<file path="src/rtl/move_collector_pkg.sv">
// move_collector_pkg
// Constants, state encoding and move field layout shared by the move
// collector and the square units.
// A move is 19 bits: [18:12] flag bits, [11:6] from-square, [5:0] to-square.
// Flag bit 18 marks an unused (invalid) slot in a FIFO word.
package move_collector_pkg;

    localparam int NUM_SQ  = 64;
    localparam int SEL_W   = 6;
    localparam int MOVE_W  = 19;
    localparam int SLOTS   = 8;
    localparam int SLOT_W  = 3;
    localparam int WORD_W  = 160;
    localparam int CNT_W   = 8;
    localparam int TIMEOUT = 1023;
    localparam int WD_W    = 10;

    // Flag bit positions inside a move
    localparam int BIT_INVALID = 18;
    localparam int BIT_PROMOTE = 17;
    localparam int BIT_PAWN    = 16;
    localparam int BIT_PAWN2   = 15;
    localparam int BIT_EP      = 14;
    localparam int BIT_CASTLE  = 13;
    localparam int BIT_CAPTURE = 12;
    localparam int FROM_HI     = 11;
    localparam int FROM_LO     = 6;
    localparam int TO_HI       = 5;
    localparam int TO_LO       = 0;

    typedef logic [MOVE_W-1:0] move_t;

    typedef enum logic [2:0] {
        ST_IDLE,
        ST_CLR,
        ST_WAIT,
        ST_SCAN,
        ST_READ,
        ST_LOAD,
        ST_EMIT,
        ST_FIN
    } state_t;

    // Piece codes, shared with the square units
    typedef enum logic [2:0] {
        PC_NONE,
        PC_PAWN,
        PC_KNIGHT,
        PC_BISHOP,
        PC_ROOK,
        PC_QUEEN,
        PC_KING
    } piece_t;

    // Extract slot k from a packed FIFO word
    function automatic move_t get_slot(input logic [SLOTS*MOVE_W-1:0] w,
                                       input logic [SLOT_W-1:0] k);
        return w[int'(k)*MOVE_W +: MOVE_W];
    endfunction

endpackage

</file>
<file path="src/rtl/move_collector_if.sv">
// move_collector_if
// Square-array bus plus the outgoing serial move stream.
//   sq_reset  one-cycle reset pulse to all squares/FIFOs
//   sq_done   per-square generation done
//   sq_empty  per-square FIFO empty
//   sq_rden   one-hot FIFO read enable
//   sq_sel    index of the square driving sq_q (external mux)
//   sq_q      muxed FIFO word, valid the cycle after sq_rden
//   mv_data / mv_valid / mv_ready   move stream handshake
// master: the collector; slave: the square array and move consumer.
interface move_collector_if;
    import move_collector_pkg::*;

    logic                sq_reset;
    logic [NUM_SQ-1:0]   sq_done;
    logic [NUM_SQ-1:0]   sq_empty;
    logic [NUM_SQ-1:0]   sq_rden;
    logic [SEL_W-1:0]    sq_sel;
    logic [WORD_W-1:0]   sq_q;
    logic [MOVE_W-1:0]   mv_data;
    logic                mv_valid;
    logic                mv_ready;

    modport master (
        output sq_reset, sq_rden, sq_sel, mv_data, mv_valid,
        input  sq_done, sq_empty, sq_q, mv_ready
    );

    modport slave (
        input  sq_reset, sq_rden, sq_sel, mv_data, mv_valid,
        output sq_done, sq_empty, sq_q, mv_ready
    );

endinterface

</file>
<file path="src/rtl/move_collector_slot_picker.sv">
// slot_picker
// Combinational lowest-set-bit priority encoder over the slot valid mask.
//   mask  SLOTS-bit valid mask
//   idx   index of the lowest set bit (0 when mask is empty)
//   any   at least one bit set
module slot_picker
    import move_collector_pkg::*;
(
    input  logic [SLOTS-1:0]  mask,
    output logic [SLOT_W-1:0] idx,
    output logic              any
);

    // Scan from the top down so the lowest set bit wins
    always_comb begin
        idx = '0;
        any = |mask;
        for (int k = SLOTS - 1; k >= 0; k--) begin
            if (mask[k]) begin
                idx = SLOT_W'(k);
            end
        end
    end

endmodule

</file>
<file path="src/rtl/move_collector.sv">
// move_collector
// Sequences one move-generation pass over the 64-square array and drains
// every square's FIFO into one serial valid/ready move stream, emitting
// squares 0..63, FIFO order within a square, slots 0..7 within a word.
// Ports:
//   clk, reset_n    clock, asynchronous active-low reset
//   start           begin a pass (honoured in IDLE and FIN only)
//   bus             square-array bus and move stream (master side)
//   move_count      moves accepted this pass, saturating
//   overflow        sticky, set when move_count would pass its maximum
//   gen_done        high in FIN
//   busy            high in every state except IDLE and FIN
//   err_timeout     (WATCHDOG_EN only) WAIT timed out, sticky until CLR
// Build option: define WATCHDOG_EN to bound the wait for all squares done.
module move_collector
    import move_collector_pkg::*;
(
    input  logic              clk,
    input  logic              reset_n,
    input  logic              start,
    move_collector_if.master  bus,
    output logic [CNT_W-1:0]  move_count,
    output logic              overflow,
    output logic              gen_done,
    output logic              busy
`ifdef WATCHDOG_EN
    ,
    output logic              err_timeout
`endif
);

    state_t                  state, state_nxt;
    logic [SEL_W-1:0]        sel;
    logic [SLOTS*MOVE_W-1:0] word_buf;
    logic [SLOTS-1:0]        mask;
    logic [SLOTS-1:0]        load_mask;
    logic [SLOTS-1:0]        mask_after;
    logic [SLOT_W-1:0]       pick_idx;
    logic                    pick_any;
    logic                    accept;
    logic                    unused_q_hi;

    // Bits above the packed slots carry nothing
    assign unused_q_hi = ^bus.sq_q[WORD_W-1:SLOTS*MOVE_W];

    slot_picker u_picker (
        .mask (mask),
        .idx  (pick_idx),
        .any  (pick_any)
    );

    assign accept     = (state == ST_EMIT) && bus.mv_ready;
    assign mask_after = mask & ~(SLOTS'(1) << pick_idx);

    // A slot is valid when its invalid flag is clear
    always_comb begin
        load_mask = '0;
        for (int k = 0; k < SLOTS; k++) begin
            load_mask[k] = ~bus.sq_q[k*MOVE_W + BIT_INVALID];
        end
    end

`ifdef WATCHDOG_EN
    logic [WD_W-1:0] wd_cnt;

    // Watchdog counts WAIT cycles while any square is still busy
    always_ff @(posedge clk or negedge reset_n) begin
        if (!reset_n) begin
            wd_cnt      <= '0;
            err_timeout <= 1'b0;
        end else if (state == ST_CLR) begin
            wd_cnt      <= '0;
            err_timeout <= 1'b0;
        end else if (state == ST_WAIT && !(&bus.sq_done)) begin
            if (wd_cnt == WD_W'(TIMEOUT)) begin
                err_timeout <= 1'b1;
            end else begin
                wd_cnt <= wd_cnt + 1'b1;
            end
        end
    end
`endif

    // State register
    always_ff @(posedge clk or negedge reset_n) begin
        if (!reset_n) begin
            state <= ST_IDLE;
        end else begin
            state <= state_nxt;
        end
    end

    // Next-state logic
    always_comb begin
        state_nxt = state;
        case (state)
            ST_IDLE: if (start) state_nxt = ST_CLR;
            ST_CLR:  state_nxt = ST_WAIT;
            ST_WAIT: begin
                if (&bus.sq_done) begin
                    state_nxt = ST_SCAN;
                end
`ifdef WATCHDOG_EN
                else if (wd_cnt == WD_W'(TIMEOUT)) begin
                    state_nxt = ST_FIN;
                end
`endif
            end
            ST_SCAN: begin
                if (!bus.sq_empty[sel]) begin
                    state_nxt = ST_READ;
                end else if (sel == SEL_W'(NUM_SQ - 1)) begin
                    state_nxt = ST_FIN;
                end
            end
            ST_READ: state_nxt = ST_LOAD;
            // A word with no valid slots goes back to re-check the same FIFO
            ST_LOAD: state_nxt = (load_mask == '0) ? ST_SCAN : ST_EMIT;
            ST_EMIT: if (accept && mask_after == '0) state_nxt = ST_SCAN;
            ST_FIN:  if (start) state_nxt = ST_CLR;
            default: state_nxt = ST_IDLE;
        endcase
    end

    // Datapath: square index, word buffer, slot mask and move counter
    always_ff @(posedge clk or negedge reset_n) begin
        if (!reset_n) begin
            sel        <= '0;
            word_buf   <= '0;
            mask       <= '0;
            move_count <= '0;
            overflow   <= 1'b0;
        end else begin
            case (state)
                ST_CLR: begin
                    move_count <= '0;
                    overflow   <= 1'b0;
                end
                ST_WAIT: sel <= '0;
                ST_SCAN: begin
                    if (bus.sq_empty[sel] && sel != SEL_W'(NUM_SQ - 1)) begin
                        sel <= sel + 1'b1;
                    end
                end
                ST_LOAD: begin
                    word_buf <= bus.sq_q[SLOTS*MOVE_W-1:0];
                    mask     <= load_mask;
                end
                ST_EMIT: begin
                    if (accept) begin
                        mask <= mask_after;
                        if (move_count == '1) begin
                            overflow <= 1'b1;
                        end else begin
                            move_count <= move_count + 1'b1;
                        end
                    end
                end
                default: ;
            endcase
        end
    end

    // Outputs decoded from the current state
    always_comb begin
        bus.sq_reset = (state == ST_CLR);
        bus.sq_rden  = (state == ST_READ) ? (NUM_SQ'(1) << sel) : '0;
        bus.sq_sel   = sel;
        bus.mv_valid = (state == ST_EMIT) && pick_any;
        bus.mv_data  = (state == ST_EMIT) ? get_slot(word_buf, pick_idx) : '0;
        gen_done     = (state == ST_FIN);
        busy         = (state != ST_IDLE) && (state != ST_FIN);
    end

endmodule

</file>
<file path="src/flat_wrapper.sv">
// flat-port wrapper written by rule: the top's interface ports become plain ports
module move_collector_flat import move_collector_pkg::*;
  (clk, reset_n, start, move_count, overflow, gen_done, busy, bus_sq_reset, bus_sq_rden, bus_sq_sel, bus_mv_data, bus_mv_valid, bus_sq_done, bus_sq_empty, bus_sq_q, bus_mv_ready);
  move_collector_if bus_i ();
  input  logic clk;
  input  logic reset_n;
  input  logic start;
  output logic [CNT_W-1:0] move_count;
  output logic overflow;
  output logic gen_done;
  output logic busy;
  output wire logic [$bits(bus_i.sq_reset)-1:0] bus_sq_reset;
  output wire logic [$bits(bus_i.sq_rden)-1:0] bus_sq_rden;
  output wire logic [$bits(bus_i.sq_sel)-1:0] bus_sq_sel;
  output wire logic [$bits(bus_i.mv_data)-1:0] bus_mv_data;
  output wire logic [$bits(bus_i.mv_valid)-1:0] bus_mv_valid;
  input wire logic [$bits(bus_i.sq_done)-1:0] bus_sq_done;
  input wire logic [$bits(bus_i.sq_empty)-1:0] bus_sq_empty;
  input wire logic [$bits(bus_i.sq_q)-1:0] bus_sq_q;
  input wire logic [$bits(bus_i.mv_ready)-1:0] bus_mv_ready;
  assign bus_sq_reset = bus_i.sq_reset;
  assign bus_sq_rden = bus_i.sq_rden;
  assign bus_sq_sel = bus_i.sq_sel;
  assign bus_mv_data = bus_i.mv_data;
  assign bus_mv_valid = bus_i.mv_valid;
  assign bus_i.sq_done = bus_sq_done;
  assign bus_i.sq_empty = bus_sq_empty;
  assign bus_i.sq_q = bus_sq_q;
  assign bus_i.mv_ready = bus_mv_ready;
  move_collector u_core (.clk(clk), .reset_n(reset_n), .start(start), .bus(bus_i), .move_count(move_count), .overflow(overflow), .gen_done(gen_done), .busy(busy));
endmodule
</file>
<file path="config.mk">
export PLATFORM = sky130hd
export DESIGN_NAME = move_collector_flat
export DESIGN_NICKNAME = d
export VERILOG_FILES = /design/src/rtl/move_collector_pkg.sv /design/src/rtl/move_collector_if.sv /design/src/rtl/move_collector_slot_picker.sv /design/src/rtl/move_collector.sv /design/src/flat_wrapper.sv
export SDC_FILE = /design/constraint.sdc
export NUM_CORES = 1
export LEC_CHECK = 0
export CAP_MARGIN = 20
export CORE_AREA = 2 2 153 155
export DETAILED_ROUTE_END_ITERATION = 10
export DIE_AREA = 0 0 155 157
export PLACE_DENSITY = 0.86
export SYNTH_ARGS = -nofsm -noshare
export SYNTH_HDL_FRONTEND = slang
export SYNTH_SLANG_ARGS = --single-unit
export TNS_END_PERCENT = 50
</file>
<file path="constraint.sdc">
create_clock -name clk -period 4.4 [get_ports clk]
set_input_delay 0.44 -clock clk [delete_from_list [all_inputs] [get_ports clk]]
set_output_delay 0.44 -clock clk [all_outputs]
set_load 0.005 [all_outputs]
</file>
Yosys cells after proc, flatten, opt, wreduce, memory -nomap -nowiden
Cells that the tools add are included.
{ "word_totals": {"word_cells": 91, "register_bits": 178, "output_inout_bits": 102} }
{ "op_classes": {"n_eq_ne": 19, "n_addsub": 2, "magnitude_cmp": 1, "multipliers": 1, "n_bitwise": 10, "reduce_logical": 20, "n_shift": 3, "muxes": 29} }
{ "ops": {"columns": ["op", "n"], "rows": [
  ["$shiftx A152 B32 Y19", 1],
  ["$mux W64", 1],
  ["$reduce_and A64 Y1", 1],
  ["$shl A1 B6 Y64 const A", 1],
  ["$mux W3", 14],
  ["$pmux W8 S2", 2],
  ["$mux W8", 3],
  ["$pmux W3 S7", 1],
  ["$mux W19", 1],
  ["$logic_not A8 Y1", 2],
  ["$eq A3 B3 Y1 const B", 4],
  ["$pmux W6 S2", 1],
  ["$add A8 B1 Y8 const B", 1],
  ["$and A8 B8 Y8", 1],
  ["$eq A8 B8 Y1 const B", 1],
  ["$mul A3 B5 Y8 const B", 1],
  ["$ne A2 B1 Y1 const B", 4],
  ["$not A1 Y1", 8],
  ["$not A8 Y8", 1],
  ["$reduce_or A8 Y1", 1],
  ["$shl A1 B3 Y8 const A", 1],
  ["$lt A6 B7 Y1 const B", 1],
  ["$add A6 B1 Y6 const B", 1],
  ["$bmux W1 S6", 1],
  ["other kinds (17)", 31]
]} }

Logic depth before layout (Yosys ltp)
{ "depth": {"ltp_word": 15, "depth_mapped": 9, "ltp_nobuf": 8} }

Modules after synthesis
A second synthesis with hierarchy kept.
{ "hier_totals": {"cells_unflattened": 800, "hier_area_um2": 9516.6} }
{ "modules_own_cells": {"columns": ["module", "n_inst", "area_per_inst_um2", "cells_per_inst", "seq_area_each_um2"], "rows": [
  ["move_collector", 1, 9435.3, 787, 4454.3],
  ["slot_picker", 1, 81.3, 13, 0.0]
]} }

Least setup slack after synthesis
No wires, ideal clock.
{ "synth_path": {"path_kind": "register to output", "startpoint": "register u_core.mask[6]", "endpoint": "output bus_mv_data[17]", "stages_incl_launch_ff": 9, "arrival_ns": 1.888, "path_slack_ns": 2.072, "path_cell_list": "dfrtp_1 > nand2b_1 > a21oi_1 > o21bai_1 > a31oi_1 > clkbuf_1 > clkbuf_1 > o221ai_1 > a21oi_1"} }
{ "synth_via": {"elab_chain_len": 10} }
{ "synth_lines": {"columns": ["item", "line_no", "text"], "rows": [
  ["start: declaration", "move_collector.sv:35", "logic [SLOTS-1:0] mask;"],
  ["start signal: assignment", "move_collector.sv:147", "mask <= load_mask;"],
  ["start signal: assignment", "move_collector.sv:151", "mask <= mask_after;"],
  ["$mux W3 (7 in series)", "move_collector_slot_picker.sv:19", "if (mask[k]) begin"],
  ["$mul A3 B5 Y8", "move_collector_pkg.sv:58", "return w[int'(k)*MOVE_W +: MOVE_W];"],
  ["$shiftx A152 B32 Y19", "move_collector_pkg.sv:58", null],
  ["$mux W19", "move_collector.sv:170", "bus.mv_data = (state == ST_EMIT) ? get_slot(word_buf, pick_idx) : '0;"],
  ["end: declaration", "flat_wrapper.sv:15", "output wire logic [$bits(bus_i.mv_data)-1:0] bus_mv_data;"]
]} }
No other way between the ends.

Worst setup path in the final report
{ "layout_path": {"startpoint": "register u_core.mask[6]", "endpoint": "output bus_mv_data[7]"} }
The elaborated chain is that of the path after synthesis.

==> metrics.txt <==
status completed; vias in the first global route 8496; largest net degree at the start of global routing 163; Core Area 22500 sq um; setup bufs post-CTS 0; synthesized area 9330 sq um; Max Cap Violations 0; number of antenna violations at the first check in global routing 0; Hold Path Class in -> async; gp weighted congestion 0.854; synthesized flop and latch total 178; Reg area 4450 sq um; Setup CP Type reg -> out; clk root buf clkbuf_16; Req. time, crit path 3.96 ns; Setup-failing EPs final 0; LEAKAGE 5.63 nW; worst skew pair latency 0.43 ns; # nets final 1477; Yosys Warn Count 0; Inst Count DP 1444; sequential-to-total area share from yosys stat 47.7%; fin util 62.3%; Std-Cell Rows 55; Slew Viols, Final 0; gr ovfl total 0; PwrDens 589 nW/um^2; first-pass GRT wire length 45900 microns; Gate Count Post-Synth 817; Slew @ Worst Pin 1.01 ns; Via density 5.52; H-tree Lvls 4; ys async rst share 100%; share of layout cells above drive strength 1 18.2%; GR Util All Layers 24.5%; Final min period 3.91 ns; CTS resizes 0; Starting Density 41.5%; die height 157 microns; hold-fix buffer count after cts 0; DRC Markers 0; Crit. End Element output pin; clk buf depth 2; Final Skew 0.0107 ns; Initial DRC Count 465; number of top-level pins 394; number of flops mapped to enable cells by yosys 0; Syn-to-layout area delta 50.3%; post-route ant nets 0; Setup TNS Final 0 ns; RSZ-0062 raised after global routing no; Worst setup SP type flip-flop; max_slew headroom 32.5%; DRT Pass-1 Iters 6; Post-Syn Nets 1116; clk slew on worst S/H paths 0.07 ns; syn_area_per_cell 11.4 sq um; via count 8148; Multi-input gate area 4650 sq um; Port Buffer Count 385; Hold Fails Final Rpt 0; crit path max fanout 32; ys flop type dfrtp_1; fmax 256 MHz; clock buffer count from CTS 17; clock sinks 178; Distinct cells, synth 54; post-layout instance count excluding filler cells 1476; die width 155 microns; detailed placement HPWL 22700 microns; critical path arrival 3.47 ns; full die area 24300 sq um; diode count 0; CTS tree done; Routed WL per cell 20.6 microns; Peak VDD IR 0.332 mV; fin crit share 88.8%; Fillers 1746; Final Routed Wirelength 30500 microns
==> cells by family after synthesis <==
family	synth area share (%)
flops	47.7
buf+inv	2.94
fa+ha+maj	1.15
simple gates	10.1
xor+xnor	0.469
mux	27.8
compound gates	9.88
==> power by group <==
group	leakage, nW	internal (W)	switching [W]
Combinational	3.25	0.00198	0.00191
Clock	0.265	0.000742	0.000681
Sequential	2.12	0.00242	0.000527
==> area by class of cell <==
class | count | area share [%]
Inverter | 11 | 0.294
Clock buffer | 18 | 3.06
Multi-Input combinational cell | 573 | 33.2
Clock inverter | 14 | 0.901
Timing Repair Buffer | 397 | 28.3
Sequential cell | 178 | 31.8
Tap cell | 285 | 2.54
==> worst max-delay path, stage by stage (launching register included) <==
cell and delay, ns:
dfrtp_1 0.38, nand2b_1 0.12, a21oi_1 0.12, o21bai_4 0.41
buf_4 0.61, mux2i_1 0.18, a21oi_1 0.24, o221ai_1 0.19
a21oi_1 0.23, clkdlybuf4s50_1 0.54
==> per-layer routing <==
metal	vias to the layer above	wire length (microns)	global-route usage, %
met5	-	0	0
met4	0	1400	12.5
met3	87	2520	7.52
met2	360	15700	44.9
met1	3951	10800	25.4
li1	3750	-	-
==> state kept, by name, indices dropped and copies added (netlist names) <==
signal	flops
u_core.bus.sq_sel	6
u_core.mask	8
u_core.move_count	8
u_core.overflow	1
u_core.state	3
u_core.word_buf	152
==> path summary, 6_finish.rpt <==
check / from / slack (ns) / cells past startpoint / to
worst max-delay path: u_core.mask[6]$_DFFE_PN0P_ / 0.49 / 9 / bus_mv_data[7]
worst min-delay path: reset_n / 0.11 / 1 / u_core.word_buf[39]$_DFFE_PN0P_
worst max register to register: u_core.state[0]$_DFFE_PN0P_ / 1.46 / 7 / u_core.move_count[7]$_DFFE_PN0P_
worst min register to register: u_core.word_buf[56]$_DFFE_PN0P_ / 0.50 / 1 / u_core.word_buf[56]$_DFFE_PN0P_
max in group asynchronous: reset_n / 3.12 / 2 / u_core.word_buf[82]$_DFFE_PN0P_
min in group clk: u_core.word_buf[56]$_DFFE_PN0P_ / 0.50 / 1 / u_core.word_buf[56]$_DFFE_PN0P_
==> Yosys cell counts, types with 3 or more instances <==
master | count | area [sq um]
a21oi_1 | 67 | 335
a31oi_1 | 5 | 31.3
and3_1 | 3 | 18.8
buf_1 | 3 | 11.3
buf_2 | 12 | 60.1
clkbuf_1 | 38 | 143
dfrtp_1 | 178 | 4450
ha_1 | 7 | 87.6
inv_1 | 10 | 37.5
mux2_2 | 152 | 1710
mux2i_1 | 46 | 460
mux4_1 | 10 | 263
mux4_2 | 7 | 158
nand2_1 | 43 | 161
nand2b_1 | 4 | 25.0
nand3_1 | 8 | 40.0
nand4_1 | 22 | 138
nor2_1 | 89 | 334
nor2b_1 | 3 | 18.8
nor3_1 | 7 | 35.0
nor4_1 | 5 | 31.3
o21ai_0 | 21 | 105
o221ai_1 | 38 | 333
xor2_1 | 4 | 35.0
==> layout by cell type, fill, tap and decap left out, types with 4 or more instances in the layout <==
cell	instances
a21oi_1	67
a31oi_1	4
buf_4	10
clkbuf_16	17
clkdlybuf4s50_1	384
dfrtp_1	178
ha_1	7
inv_1	10
mux2_2	152
mux2i_1	46
mux4_1	10
mux4_2	7
nand2_1	43
nand2b_1	4
nand3_1	8
nand4_1	22
nor2_1	89
nor3_1	6
nor4_1	5
o21ai_0	21
o221ai_1	38
xor2_1	4
==> metrics by stage <==
| step | power [W] | setup slack [ns] | instance area, sq um | hold slack, ns |
|---|---|---|---|---|
| after floorplan | 0.00541 | 2.07 | 9330 | 0.144 |
| after global placement | 0.00674 | 0.960 | 13500 | 0.486 |
| after detailed placement | 0.00688 | 0.937 | 13500 | 0.492 |
| after CTS | 0.00833 | 0.442 | 14000 | 0.170 |
| after global routing | 0.00881 | 0.256 | 14000 | 0.221 |
| final | 0.00826 | 0.492 | 14000 | 0.113 |
Power figures use the tool's default switching activity.
